`src/rtl/mul_seq_ctrl.sv`:
```
// Multi-cycle sequencer for the MIPS `mul` instruction in EX: radix-2 shift-add
// signed multiply over WIDTH cycles, stalling the pipeline and strobing write-back.
module mul_seq_ctrl #(
  parameter int WIDTH = 32,
  parameter int CNT_W = 6
) (
  input  logic             clk,
  input  logic             reset,
  input  logic             start,
  input  logic             flush,
  input  logic [WIDTH-1:0] src_a,
  input  logic [WIDTH-1:0] src_b,
  input  logic [4:0]       rd_in,
  output logic             stall,
  output logic             busy,
  output logic             wb_en,
  output logic [4:0]       rd_out,
  output logic [WIDTH-1:0] result_lo,
  output logic [WIDTH-1:0] result_hi
);

  localparam int PW = 2 * WIDTH;
  localparam logic [CNT_W-1:0] CNT_INIT = CNT_W'(WIDTH - 1);

  typedef enum logic [1:0] {IDLE, BUSY, DONE} state_t;

  state_t           state_q, state_d;
  logic [CNT_W-1:0] cnt_q, cnt_d;
  logic [PW-1:0]    acc_q, acc_d;
  logic [PW-1:0]    mcand_q, mcand_d;
  logic [WIDTH-1:0] mplier_q, mplier_d;
  logic             sign_q, sign_d;
  logic [4:0]       rd_q, rd_d;
  logic [4:0]       rd_out_q, rd_out_d;
  logic [WIDTH-1:0] res_lo_q, res_lo_d;
  logic [WIDTH-1:0] res_hi_q, res_hi_d;
  logic             wb_en_q, wb_en_d;

  logic [WIDTH-1:0] abs_a, abs_b;
  logic [PW-1:0]    prod;

  // Magnitudes are unsigned WIDTH bits, so the most negative operand still fits.
  assign abs_a = src_a[WIDTH-1] ? -src_a : src_a;
  assign abs_b = src_b[WIDTH-1] ? -src_b : src_b;
  assign prod  = sign_q ? -acc_q : acc_q;

  always_comb begin
    state_d  = state_q;
    cnt_d    = cnt_q;
    acc_d    = acc_q;
    mcand_d  = mcand_q;
    mplier_d = mplier_q;
    sign_d   = sign_q;
    rd_d     = rd_q;
    rd_out_d = rd_out_q;
    res_lo_d = res_lo_q;
    res_hi_d = res_hi_q;
    wb_en_d  = 1'b0;

    if (flush) begin
      state_d = IDLE;
    end else begin
      case (state_q)
        IDLE: begin
          if (start) begin
            mcand_d  = {{WIDTH{1'b0}}, abs_a};
            mplier_d = abs_b;
            sign_d   = src_a[WIDTH-1] ^ src_b[WIDTH-1];
            rd_d     = rd_in;
            cnt_d    = CNT_INIT;
            acc_d    = '0;
            state_d  = BUSY;
          end
        end
        BUSY: begin
          if (mplier_q[0]) acc_d = acc_q + mcand_q;
          mcand_d  = mcand_q << 1;
          mplier_d = mplier_q >> 1;
          if (cnt_q == '0) state_d = DONE;
          else             cnt_d   = cnt_q - 1'b1;
        end
        DONE: begin
          // start is deliberately ignored here so the finished mul cannot re-trigger.
          {res_hi_d, res_lo_d} = prod;
          rd_out_d = rd_q;
          wb_en_d  = 1'b1;
          state_d  = IDLE;
        end
        default: state_d = IDLE;
      endcase
    end
  end

  always_ff @(posedge clk) begin
    if (reset) begin
      state_q  <= IDLE;
      cnt_q    <= '0;
      acc_q    <= '0;
      mcand_q  <= '0;
      mplier_q <= '0;
      sign_q   <= 1'b0;
      rd_q     <= '0;
      rd_out_q <= '0;
      res_lo_q <= '0;
      res_hi_q <= '0;
      wb_en_q  <= 1'b0;
    end else begin
      state_q  <= state_d;
      cnt_q    <= cnt_d;
      acc_q    <= acc_d;
      mcand_q  <= mcand_d;
      mplier_q <= mplier_d;
      sign_q   <= sign_d;
      rd_q     <= rd_d;
      rd_out_q <= rd_out_d;
      res_lo_q <= res_lo_d;
      res_hi_q <= res_hi_d;
      wb_en_q  <= wb_en_d;
    end
  end

  // Stall drops in DONE so the completed mul can leave EX.
  assign stall     = ((state_q == IDLE) && start && !flush) || (state_q == BUSY);
  assign busy      = (state_q == BUSY);
  assign wb_en     = wb_en_q;
  assign rd_out    = rd_out_q;
  assign result_lo = res_lo_q;
  assign result_hi = res_hi_q;

endmodule

```
`config.mk`:
```
export PLATFORM = sky130hd
export DESIGN_NAME = mul_seq_ctrl
export DESIGN_NICKNAME = d
export VERILOG_FILES = /design/src/rtl/mul_seq_ctrl.sv
export SDC_FILE = /design/constraint.sdc
export NUM_CORES = 1
export LEC_CHECK = 0
export CAP_MARGIN = 20
export CORE_UTILIZATION = 40
export CTS_BUF_LIST = sky130_fd_sc_hd__clkbuf_4 sky130_fd_sc_hd__clkbuf_8
export DETAILED_ROUTE_END_ITERATION = 7
export PLACE_DENSITY = 0.67
export SYNTH_ARGS = -nofsm -noshare
export SYNTH_HDL_FRONTEND = slang
export SYNTH_SLANG_ARGS = --single-unit
```
`constraint.sdc`:
```
create_clock -name clk -period 4.48 [get_ports clk]
set_input_delay 0.448 -clock clk [delete_from_list [all_inputs] [get_ports clk]]
set_output_delay 0.448 -clock clk [all_outputs]
set_load 0.01 [all_outputs]
```
* Yosys cells after proc, flatten, opt, wreduce, memory -nomap -nowiden *
Index checks and enable logic that the tools add are counted.

word-level totals
  input port bits = 73
  register bits after elaboration = 244

cells by class
  bitwise gates (word level) = 2
  muxes and demuxes = 17
  $add $sub $neg = 5
  equality and inequality tests = 6
  reduce and logical (&&, ||, !) cells = 14

operator list
  cell                                                  count
  2-to-1 mux 64 bit                                     4
  one-hot mux 64 bit (2 select lines)                   2
  2-to-1 mux 32 bit                                     3
  adder 64 bit                                          1
  negation 32 bit                                       2
  negation 64 bit                                       1
  one-hot mux 32 bit (2 select lines)                   1
  2-to-1 mux 6 bit                                      2
  one-hot mux 6 bit (2 select lines)                    1
  AND reduction 4 bit                                   2
  logical NOT 6 bit                                     1
  AND reduction 3 bit                                   2
  subtractor 6 x 1 -> 6 bit (second input constant)     1
  2-to-1 mux 2 bit                                      2
  != test 2 x 1 -> 1 bit (second input constant)        2
  != test 2 bit (second input constant)                 2
  one-hot mux 2 bit (2 select lines)                    1
  AND reduction 2 bit                                   2
  equality test 2 x 1 -> 1 bit (second input constant)  1
  equality test 2 bit (second input constant)           1
  logical AND 1 bit                                     2
  logical NOT 2 bit                                     1
  nonzero test 2 bit                                    1
  OR reduction 2 bit                                    1
  other kinds (5)                                       5

* Depth between registers and ports, before layout *
  depth after elaboration = 4
  mapped depth = 14
  depth with buffers taken out = 14

* Least setup slack after synthesis *
Ideal clock, no wire load.

  kind = register to register
  start = register acc_q[17]
  end = register acc_q[63]
  data required time = 4.360 ns
  path buffers = 1
  period minus slack after synthesis = 3.164 ns
  path slack = 1.316 ns
  data arrival time = 3.044 ns
  cell stages (with the launch flop) = 14
  cell sequence = dfxtp_1 -> ha_1 -> buf_2 -> and3_1 -> and2_1 -> a221oi_1 -> nand3_1 -> a311oi_2 -> o41a_1 -> o21ai_1 -> o2111ai_1 -> nand4_1 -> and4b_1 -> a211o_1

on the way
  longest elaborated chain between the ends = 3

ends and longest elaborated chain
  element                              RTL line  RTL
  start, declared                      29        logic [PW-1:0] acc_q, acc_d;
  start signal, assigned               98        acc_q <= '0;
  start signal, assigned               110       acc_q <= acc_d;
  adder 64 bit                         76        if (mplier_q[0]) acc_d = acc_q + mcand_q;
  2-to-1 mux 64 bit                    76
  one-hot mux 64 bit (2 select lines)  63        case (state_q)

No other way between the ends. The select of a mux whose other input is x is not followed.
A chain may end at the register's enable or synchronous reset.

* Final worst setup path *
  start = register acc_q[0]
  end = register acc_q[50]

Same word-level chain as after synthesis.

==> metrics.txt <==
P_sw=around 1.3 mW; Overflow after GRT=0; Post-synth ARST share=0%; register area share after synthesis=32.9%; largest net degree at the start of global routing=122; commonest cells after routing, fill and taps aside=nor2_1 (267), dfxtp_1 (243), nand2_1 (201); max_cap viols=0; Fin Hold WS=between 0.2 and 0.25 ns; RSZ-0062 raised after global routing=false; Final Hold Fails=0; TritonCTS clock tree=yes; DR vias=between 10000 and 15000; startpoint types=flop; Post-CTS Hold Fix Bufs=0; combinational power share=10.1%; Synth Flop Type=dfxtp_1; fillers=approximately 3600; slowest cell on the critical path=dfxtp_1; critical path arrival=around 4.2 ns; number of flops mapped to enable cells by yosys=0; Critical Path Fanout Max=6; CTS Sinks=approximately 240; Hold Path Depth=2; # IOs=145; multi-input combinational cell area=approximately 9500 µm²; crit path cell chain=ha_1 > inv_1 > fa_1 > nand2b_1 > a21oi_1 > o21ai_0 > a31oi_1 > a21boi_1 > o211ai_1 > a31oi_1 > o221ai_1 > a311oi_1 > xor2_1 > o21ai_1; CP peak stage delay=approximately 0.43 ns; Util after Layout=about half; total number of yosys warnings=0; Root Buffer=clkbuf_8; Seq. cell area=just under 5000 µm²; # DRC=0; worst min-delay path class=in2reg; CTS Buf Count=43; drt wl/cell=16.5 µm; Routed WL=41.0 mm; crit end category=flop; Buffers on Ports=between 100 and 150; DR pass1 iterations=5; static leakage=about 7 nW; Layout area overhead=18.4%; Worst-path clk slew=roughly 0.06 ns; CP Buf/Inv Count=1; DIE WIDTH=roughly 190 µm; DR vias/cell=roughly 5.6; CP required=between 4 and 5 ns; first-pass GRT wire length=roughly 67 mm; layout cells sized above 1=~6.3%; Synth Instances=roughly 1900; worst-skew pair later-pin latency=between 0.5 and 0.6 ns; Clock Path Buffers=3; most common cell after layout, fill and taps aside=nor2_1; P per Cell Area=287 nW/µm²; die area=37900 µm²; vias in the first global route=roughly 13000; Yosys reg bits=roughly 240; initial antenna violation count=0; Max Slew Vio Count=0; Setup Crit Path Kind=reg2reg; fmax=between 200 and 300 MHz; GRT Util Overall=between 20% and 30%; GP Congestion=~0.93; P_int=about 3.8 mW; setup repair bufs after CTS=0; Post-Syn Area per Cell=~7.8 µm²; Die Y=195 µm; Crit. Startpoint=acc_q[0]$_SDFFE_PP0P_; R2R cell count=14; Net Sw Frac=25.5%; First DRT Iteration DRCs=between 800 and 900; Final nets=roughly 2100; post-CTS sizing=0; post-route clock period utilization=roughly 83%; critical path depth in cells=14; Peak VDD IR=about 130 µV; CP most frequent cell=a31oi_1; H-tree depth=2; sequential power share=a little under half; Slew Limit Headroom=roughly a third; Final ANT Viol Nets=0; antenna cells=0; final worst path period need=about 3.7 ns; Initial Utilization=about 41%; family with the most delay on the worst path=compound AO/OA/AOI/OAI gates; RR Startpoint=acc_q[0]$_SDFFE_PP0P_; clock network fraction of total power=44.7%; row cnt=70; core area=roughly 37000 µm²; Yosys cell types=just under 70; status=completed; final setup skew=~0.026 ns; post-synthesis cell area=between 10000 and 15000 µm²; syn nets=approximately 2000; dpl hpwl=just over 30 mm; setup TNS=0 ns; HP Start=reset; Slew @ Worst Pin=just over 1 ns; Setup Viol. Count Final=0
[path summary, 6_finish.rpt]
check | end | slack (ns)
hold / removal | mplier_q[13]$_SDFFE_PP0P_ | 0.25
setup / recovery | acc_q[50]$_SDFFE_PP0P_ | 0.77
setup reg to reg | acc_q[50]$_SDFFE_PP0P_ | 0.77
hold reg to reg | result_hi[29]$_SDFFE_PP0P_ | 0.45
[power by group through the flow]
stage,clock network (mW),registers [mW],logic (mW)
floorplan,0,2.30,0.340
global placement,0,2.32,0.496
detailed placement,0,2.32,0.506
CTS,2.31,2.28,0.507
global route,2.42,2.28,0.569
finish,2.26,2.28,0.509
[flip-flops by register name, summed over array words and instances, names as in the netlist, 2 cells and up]
signal,flops
result_hi,32
acc_q,64
rd_out,5
rd_q,5
mcand_q,64
result_lo,32
state_q,2
cnt_q,6
mplier_q,32
[cells in the mapped netlist, drive strengths merged (4+ instances only)]
library cell	n	area, µm²
clkbuf	111	417
o211ai	7	52.6
inv	26	97.6
a21o	31	233
or3	16	115
nor3	22	133
a22o	19	166
a211oi	114	856
o31ai	33	248
or2	8	50.1
a21oi	163	816
a41oi	4	35.0
and3	9	56.3
xnor2	61	534
dfxtp	244	4880
o21a	6	45.0
nor2	267	1000
buf	10	41.3
nand3b	6	45.0
a22oi	43	323
o21bai	9	67.6
o21ai	111	556
nand4	19	119
nor4	16	100
nand3	17	97.6
a311oi	11	103
nand2	201	754
o41ai	25	260
a31oi	10	62.6
ha	68	851
xor2	123	1080
and2	7	43.8
nor2b	8	50.1
a21boi	5	37.5
nand2b	16	100
or4	19	150
[per-layer routing]
metal | part of all wire [%] | GRT usage, % | wire, µm
met1 | 50 | 30.9 | 20300
met4 | 1.8 | 5.51 | 725
met3 | 7.2 | 4.41 | 2950
met2 | 42 | 32.4 | 17000
met5 | 0 | 0 | 0
[worst register-to-register path, stage by stage, from the launching register on]
cell and delay [ns]:
dfxtp_1 0.43, ha_1 0.24, inv_1 0.08, fa_1 0.40, nand2b_1 0.18, a21oi_1 0.22
o21ai_0 0.21, a31oi_1 0.36, a21boi_1 0.21, o211ai_1 0.37, a31oi_1 0.21, o221ai_1 0.31
a311oi_1 0.16, xor2_1 0.16, o21ai_1 0.11
[metrics by stage]
stage	cells	setup WS, ns	instance area (µm²)	total power, mW
after floorplan	1896	1.32	14900	2.64
after global placement	2403	0.912	16600	2.82
after detailed placement	2404	0.835	16600	2.83
after CTS	2480	0.808	17600	5.10
after global routing	2481	0.459	17600	5.27
final	2481	0.768	17600	5.04
[final cells by class]
type,count,area share [%]
multi-input combinational,1505,53.8
sequential,244,27.8
tap,468,3.33
clock inverter,6,0.491
timing repair buffer,162,9.19
inverter,26,0.555
clock buffer,70,4.87
[logic make-up after synthesis]
family / after synthesis / synth area share, %
compound gates: 612 / 27.2
mux: 1 / 0.0673
buf+inv: 147 / 3.74
simple gates: 639 / 19.4
flops: 244 / 32.9
xor+xnor: 184 / 10.8
fa+ha+maj: 69 / 5.86
(Power assumes the default switching activity.)
